<file path="src/rtl/bluetooth_uart_rx_pkg.sv">
// Shared types and constants for the HC-06 UART receive path.
package bt_uart_pkg;

  typedef enum logic [1:0] {
    ST_IDLE  = 2'd0,
    ST_START = 2'd1,
    ST_DATA  = 2'd2,
    ST_STOP  = 2'd3
  } rx_state_e;

  localparam int OVERSAMPLE   = 16;
  localparam int MID_TICK     = 8;
  localparam int CLK_DIV_DFLT = 325;
  localparam int NBITS_MIN    = 5;
  localparam int NBITS_MAX    = 8;

  // Out-of-range frame lengths fall back to a full byte.
  function automatic logic [3:0] nbits_eff(input logic [3:0] n);
    if ((n >= 4'(NBITS_MIN)) && (n <= 4'(NBITS_MAX))) begin
      return n;
    end else begin
      return 4'(NBITS_MAX);
    end
  endfunction

endpackage

</file>
<file path="src/rtl/bluetooth_uart_rx_if.sv">
// Receive-side bus: serial line and control in, holding register and status out.
interface bluetooth_uart_rx_if;
  logic       RxEn;
  logic       Rx;
  logic [3:0] NBits;
  logic       RxReady;
  logic [7:0] RxData;
  logic       RxValid;
  logic       RxDone;
  logic       FrameErr;
  logic       Overrun;

  modport master (
    output RxEn, Rx, NBits, RxReady,
    input  RxData, RxValid, RxDone, FrameErr, Overrun
  );

  modport slave (
    input  RxEn, Rx, NBits, RxReady,
    output RxData, RxValid, RxDone, FrameErr, Overrun
  );
endinterface

</file>
<file path="src/rtl/bluetooth_uart_rx_tick_gen.sv">
// Free-running oversample tick generator, one-clock pulse every CLK_DIV clocks.
module bt_rx_tick_gen #(
  parameter int CLK_DIV = 325
) (
  input  logic Clk,
  input  logic Rst,
  output logic Tick
);
  localparam int CW = (CLK_DIV > 1) ? $clog2(CLK_DIV) : 1;

  logic [CW-1:0] r_cnt;
  logic          r_tick;

  // Divider counter and registered tick pulse.
  always_ff @(posedge Clk) begin
    if (Rst) begin
      r_cnt  <= '0;
      r_tick <= 1'b0;
    end else if (r_cnt == CW'(CLK_DIV - 1)) begin
      r_cnt  <= '0;
      r_tick <= 1'b1;
    end else begin
      r_cnt  <= r_cnt + CW'(1);
      r_tick <= 1'b0;
    end
  end

  assign Tick = r_tick;
endmodule

</file>
<file path="src/rtl/bluetooth_uart_rx.sv">
// HC-06 UART receiver: 16x oversampled framing FSM feeding a one-entry holding register.
module bluetooth_uart_rx
  import bt_uart_pkg::*;
#(
  parameter int CLK_DIV = CLK_DIV_DFLT
) (
  input logic                Clk,
  input logic                Rst,
  bluetooth_uart_rx_if.slave bus
);

  logic       w_tick;
  logic       r_sync1, r_sync2, r_prev;
  logic       w_fall;
  rx_state_e  r_state, w_state_nxt;
  logic [3:0] r_tick_cnt, w_tick_cnt_nxt;
  logic [2:0] r_bit_cnt, w_bit_cnt_nxt;
  logic [3:0] r_nbits, w_nbits_nxt;
  logic [7:0] r_shift, w_shift_nxt;
  logic       w_good, w_ferr, w_load, w_ovr;
  logic [7:0] r_data;
  logic       r_valid, r_done, r_ferr, r_ovr;

  bt_rx_tick_gen #(.CLK_DIV(CLK_DIV)) u_tick (
    .Clk  (Clk),
    .Rst  (Rst),
    .Tick (w_tick)
  );

  // Two-flop synchronizer plus one history flop for edge detection.
  always_ff @(posedge Clk) begin
    if (Rst) begin
      r_sync1 <= 1'b1;
      r_sync2 <= 1'b1;
      r_prev  <= 1'b1;
    end else begin
      r_sync1 <= bus.Rx;
      r_sync2 <= r_sync1;
      r_prev  <= r_sync2;
    end
  end

  assign w_fall = r_prev & ~r_sync2;

  // Next-state, counters and data capture for the framing FSM.
  always_comb begin
    w_state_nxt    = r_state;
    w_tick_cnt_nxt = r_tick_cnt;
    w_bit_cnt_nxt  = r_bit_cnt;
    w_nbits_nxt    = r_nbits;
    w_shift_nxt    = r_shift;
    w_good         = 1'b0;
    w_ferr         = 1'b0;
    if (!bus.RxEn) begin
      w_state_nxt = ST_IDLE;
    end else begin
      case (r_state)
        ST_IDLE: begin
          if (w_fall) begin
            w_state_nxt    = ST_START;
            w_tick_cnt_nxt = 4'd0;
          end else begin
            w_state_nxt = ST_IDLE;
          end
        end
        ST_START: begin
          if (w_tick && (r_tick_cnt == 4'(MID_TICK - 1))) begin
            if (r_sync2) begin
              w_state_nxt = ST_IDLE;
            end else begin
              w_state_nxt    = ST_DATA;
              w_nbits_nxt    = nbits_eff(bus.NBits);
              w_tick_cnt_nxt = 4'd0;
              w_bit_cnt_nxt  = 3'd0;
              w_shift_nxt    = 8'h00;
            end
          end else if (w_tick) begin
            w_tick_cnt_nxt = r_tick_cnt + 4'd1;
          end else begin
            w_tick_cnt_nxt = r_tick_cnt;
          end
        end
        ST_DATA: begin
          if (w_tick) begin
            // 4-bit counter wraps back to 0 after the 16th tick.
            w_tick_cnt_nxt = r_tick_cnt + 4'd1;
            if (r_tick_cnt == 4'(OVERSAMPLE - 1)) begin
              w_shift_nxt[r_bit_cnt] = r_sync2;
              if ({1'b0, r_bit_cnt} == (r_nbits - 4'd1)) begin
                w_state_nxt = ST_STOP;
              end else begin
                w_bit_cnt_nxt = r_bit_cnt + 3'd1;
              end
            end else begin
              w_state_nxt = ST_DATA;
            end
          end else begin
            w_tick_cnt_nxt = r_tick_cnt;
          end
        end
        ST_STOP: begin
          if (w_tick) begin
            w_tick_cnt_nxt = r_tick_cnt + 4'd1;
            if (r_tick_cnt == 4'(OVERSAMPLE - 1)) begin
              w_state_nxt = ST_IDLE;
              w_good      = r_sync2;
              w_ferr      = ~r_sync2;
            end else begin
              w_state_nxt = ST_STOP;
            end
          end else begin
            w_tick_cnt_nxt = r_tick_cnt;
          end
        end
        default: begin
          w_state_nxt = ST_IDLE;
        end
      endcase
    end
  end

  // A slot being consumed in the same cycle counts as free.
  assign w_load = w_good & (~r_valid | bus.RxReady);
  assign w_ovr  = w_good & r_valid & ~bus.RxReady;

  // FSM state, counters, holding register and status pulses.
  always_ff @(posedge Clk) begin
    if (Rst) begin
      r_state    <= ST_IDLE;
      r_tick_cnt <= 4'd0;
      r_bit_cnt  <= 3'd0;
      r_nbits    <= 4'd8;
      r_shift    <= 8'h00;
      r_data     <= 8'h00;
      r_valid    <= 1'b0;
      r_done     <= 1'b0;
      r_ferr     <= 1'b0;
      r_ovr      <= 1'b0;
    end else begin
      r_state    <= w_state_nxt;
      r_tick_cnt <= w_tick_cnt_nxt;
      r_bit_cnt  <= w_bit_cnt_nxt;
      r_nbits    <= w_nbits_nxt;
      r_shift    <= w_shift_nxt;
      r_done     <= w_good;
      r_ferr     <= w_ferr;
      r_ovr      <= w_ovr;
      if (w_load) begin
        r_data  <= r_shift;
        r_valid <= 1'b1;
      end else if (r_valid && bus.RxReady) begin
        r_valid <= 1'b0;
      end else begin
        r_valid <= r_valid;
      end
    end
  end

  assign bus.RxData   = r_data;
  assign bus.RxValid  = r_valid;
  assign bus.RxDone   = r_done;
  assign bus.FrameErr = r_ferr;
  assign bus.Overrun  = r_ovr;

endmodule

</file>
<file path="src/flat_wrapper.sv">
// flat-port wrapper written by rule: the top's interface ports become plain ports
module bluetooth_uart_rx_flat import bt_uart_pkg::*;
#(
  parameter int CLK_DIV = CLK_DIV_DFLT
)
  (Clk, Rst, bus_RxEn, bus_Rx, bus_NBits, bus_RxReady, bus_RxData, bus_RxValid, bus_RxDone, bus_FrameErr, bus_Overrun);
  bluetooth_uart_rx_if bus_i ();
  input logic Clk;
  input logic Rst;
  input wire logic [$bits(bus_i.RxEn)-1:0] bus_RxEn;
  input wire logic [$bits(bus_i.Rx)-1:0] bus_Rx;
  input wire logic [$bits(bus_i.NBits)-1:0] bus_NBits;
  input wire logic [$bits(bus_i.RxReady)-1:0] bus_RxReady;
  output wire logic [$bits(bus_i.RxData)-1:0] bus_RxData;
  output wire logic [$bits(bus_i.RxValid)-1:0] bus_RxValid;
  output wire logic [$bits(bus_i.RxDone)-1:0] bus_RxDone;
  output wire logic [$bits(bus_i.FrameErr)-1:0] bus_FrameErr;
  output wire logic [$bits(bus_i.Overrun)-1:0] bus_Overrun;
  assign bus_i.RxEn = bus_RxEn;
  assign bus_i.Rx = bus_Rx;
  assign bus_i.NBits = bus_NBits;
  assign bus_i.RxReady = bus_RxReady;
  assign bus_RxData = bus_i.RxData;
  assign bus_RxValid = bus_i.RxValid;
  assign bus_RxDone = bus_i.RxDone;
  assign bus_FrameErr = bus_i.FrameErr;
  assign bus_Overrun = bus_i.Overrun;
  bluetooth_uart_rx #(.CLK_DIV(CLK_DIV)) u_core (.Clk(Clk), .Rst(Rst), .bus(bus_i));
endmodule
</file>
<file path="config.mk">
export PLATFORM = sky130hd
export DESIGN_NAME = bluetooth_uart_rx_flat
export DESIGN_NICKNAME = d
export VERILOG_FILES = /design/src/rtl/bluetooth_uart_rx_pkg.sv /design/src/rtl/bluetooth_uart_rx_if.sv /design/src/rtl/bluetooth_uart_rx_tick_gen.sv /design/src/rtl/bluetooth_uart_rx.sv /design/src/flat_wrapper.sv
export SDC_FILE = /design/constraint.sdc
export NUM_CORES = 1
export LEC_CHECK = 0
export CORE_AREA = 2 2 78 80
export CTS_CLUSTER_DIAMETER = 40
export CTS_CLUSTER_SIZE = 40
export DETAILED_ROUTE_END_ITERATION = 6
export DIE_AREA = 0 0 80 82
export PLACE_DENSITY = 0.62
export SLEW_MARGIN = 20
export SYNTH_ARGS = -nofsm -noshare
export SYNTH_HDL_FRONTEND = slang
export SYNTH_SLANG_ARGS = --single-unit
</file>
<file path="constraint.sdc">
create_clock -name Clk -period 6.1 [get_ports Clk]
set_clock_uncertainty 0.05 [all_clocks]
set_input_delay 1.22 -clock Clk [delete_from_list [all_inputs] [get_ports Clk]]
set_output_delay 1.22 -clock Clk [all_outputs]
set_load 0.01 [all_outputs]
</file>
==> reports/qor.csv <==
metric,value,unit
status,"complete, no violations",
ir_worst_vdd,0.0944,mV
worst_ep_arrival_time,3100,ps
cts_tree,built,
fillCellCount,588,
pwr-share-comb,3.9,%
seq_power_share,59.8,%
register_area,921,um2
firstDrtPassIters,4,
core-area,0.00575,mm2
track_usage,13.3,%
drc,0,
pin_count,21,
path_class,primary input to register,
globalRouteMet1Util,15.5,%
routed_wl,3.91,mm
cts-root-buf,clkbuf_8,
hpwl,2.81,mm
antennaDiodeCount,0,
path_max_fanout,8,
final_antenna_net_count,0,
row_count,28,
post_drt_wl_per_cell,11.6,um
hold_path.class,register to register,
die_w,80,um
die-area,0.00656,mm2
grt_antenna_before_repair,0,
initial_core_util,37.2,%
port_buffers,20,
grt_pass1_wl,6.98,mm
netlist_area,0.00214,mm2
syn2layout_area_growth,13.5,%
cts_buffers,5,
drtIter0Drc,68,
yosys.area.top_type,dfxtp_1,
clock-sinks,46,
p_per_area,211,mW/mm2
switchingPower,118,uW
fmax,338,MHz
switching_share,23.1,%
synth-async-reset-ratio,0,%
cts_setup_buffers,0,
ys_types,40,
drv_cap,0,
cp-start-kind,primary input,
setup-tns-final,0,ps
overflow,0,
relSlewSlack,40.0,%
clock_latency,300,ps
grt.busiest_layer,met2,
synth_ff_type,dfxtp_1,
timing.final.crit_share,48.5,%
clkTransAtPathRegs,90,ps
synth_edf_count,0,
setup_viol,0,
h-tree-depth,2,
tightest_slew,898,ps
cts.repair.resized,0,
grt_pass1_vias,1626,
fin_nets,275,
internal_power,393,uW
leakage,0.000828,uW
cts_buffer_depth,2,
drv_slew,0,
synth_area_per_cell,8.59,um2
post-place-ws,2790,ps
clockPowerShare,36.3,%
multi_input_area,0.00107,mm2
fin_crit,2960,ps
synth_top_cell_area_share,43.1,%
rsz0062_at_grt,no,
drive_gt1_share,6.11,%
vias,1678,
grt_max_degree,35,
final.setup.worst_slack,3140,ps
synth-seq-cells,46,
place_congestion,0.818,
end_kind,register,
cts-hold-fix-buffers,0,
cp_data_required_time,6240,ps
synth_cells,249,
hold_violations,0,
ys_seq_area_share,43.1,%
met2_usage,23.4,%
syn_nets,263,
yosys_warnings,0,
die_y,82,um
synth_area_leaders,"dfxtp_1, a21oi_1, nor2_1",
vias_per_cell,4.98,
whs,363,ps
use_met3,3.63,%
[registers in the layout, summed over array words and instances, names as in the netlist]
signal and flops:
u_core.bus.FrameErr 1, u_core.bus.Overrun 1, u_core.bus.RxData 8, u_core.bus.RxDone 1
u_core.bus.RxValid 1, u_core.r_bit_cnt 3, u_core.r_nbits 4, u_core.r_prev 1
u_core.r_shift 8, u_core.r_state 2, u_core.r_sync1 1, u_core.r_sync2 1
u_core.r_tick_cnt 4, u_core.u_tick.Tick 1, u_core.u_tick.r_cnt 9
[through the flow]
stage          area [um2]  total power (uW)  cells  util [%]
6_report             2430               511    337      42.2
5_1_grt              2430               536    337      42.2
4_1_cts              2430               521    337      42.2
3_5_place_dp         2340               333    329      40.7
3_3_place_gp         2340               332    329      40.7
2_1_floorplan        2140               325    249         -
[layer usage]
metal,part of all wire (%),vias up
li1,-,879
met1,48,780
met2,48,13
met3,2.6,6
met4,1.5,0
met5,0,-
[final cells by class]
type / instances / share of cell area, %
multi-input cells: 176 / 44.2
repair buffers: 21 / 8.56
flip-flops and latches: 46 / 38.0
well taps: 75 / 3.87
clock buffers: 5 / 2.84
clock inverters: 3 / 0.877
inverters: 11 / 1.70
[power by group through the flow]
stage | Sequential, uW | Combinational (uW) | Clock [uW]
after global placement | 313 | 20.0 | 0
after CTS | 305 | 20.3 | 195
after floorplan | 312 | 13.2 | 0
after detailed placement | 313 | 20.3 | 0
after global routing | 306 | 22.6 | 207
final | 305 | 19.9 | 186
[path summary, 6_finish.rpt]
path	endpoint	depth (start not counted)	startpoint	slack [ps]
max	u_core.bus.RxData[2]	5	bus_RxEn	3140
min	u_core.r_sync2	1	u_core.r_sync1	360
max reg2reg	u_core.bus.RxData[2]	6	u_core.r_tick_cnt[0]	3710
min reg2reg	u_core.r_sync2	1	u_core.r_sync1	360
[cell usage after synthesis, types with 2 or more instances]
library cell / count
dfxtp_1: 46
nor2_1: 26
a21oi_1: 24
o21ai_0: 15
nand2_1: 12
nand3_1: 12
inv_1: 11
clkbuf_1: 8
mux2i_1: 8
nand2b_1: 8
nor2b_1: 8
nor3_1: 6
xnor2_1: 6
xor2_1: 6
a31oi_1: 5
and3_1: 5
buf_6: 5
ha_1: 5
or2_2: 5
nand4_1: 3
a211o_1: 2
a311oi_1: 2
buf_2: 2
nor3b_1: 2
or3_1: 2
[layout by cell type (no fill, tap or decap), types with 5 or more instances in the layout]
| cell type | netlist | layout |
|---|---|---|
| xor2_1 | 6 | 6 |
| a31oi_1 | 5 | 5 |
| clkbuf_8 | 0 | 5 |
| nor2_1 | 26 | 26 |
| ha_1 | 5 | 5 |
| or2_2 | 5 | 5 |
| mux2i_1 | 8 | 8 |
| xnor2_1 | 6 | 6 |
| a21oi_1 | 24 | 24 |
| inv_1 | 11 | 11 |
| nor2b_1 | 8 | 8 |
| clkdlybuf4s50_1 | 0 | 20 |
| dfxtp_1 | 46 | 46 |
| and3_1 | 5 | 5 |
| o21ai_0 | 15 | 15 |
| nand3_1 | 12 | 12 |
| nand2b_1 | 8 | 8 |
| nor3_1 | 6 | 6 |
| nand2_1 | 12 | 12 |
[critical path, stage by stage]
cell and delay (ps):
clkdlybuf4s50_1 560, nand4_1 220, nor2b_1 760, mux2i_1 270, nor2_1 60
[kinds of logic after synthesis]
| group | Yosys count | share of synthesized area, % |
|---|---|---|
| mux | 8 | 3.75 |
| flops | 46 | 43.1 |
| compound gates | 55 | 14.9 |
| simple gates | 96 | 23.6 |
| xor+xnor | 12 | 4.92 |
| buf+inv | 27 | 6.79 |
| fa+ha+maj | 5 | 2.93 |
(Power assumes the default switching activity.)
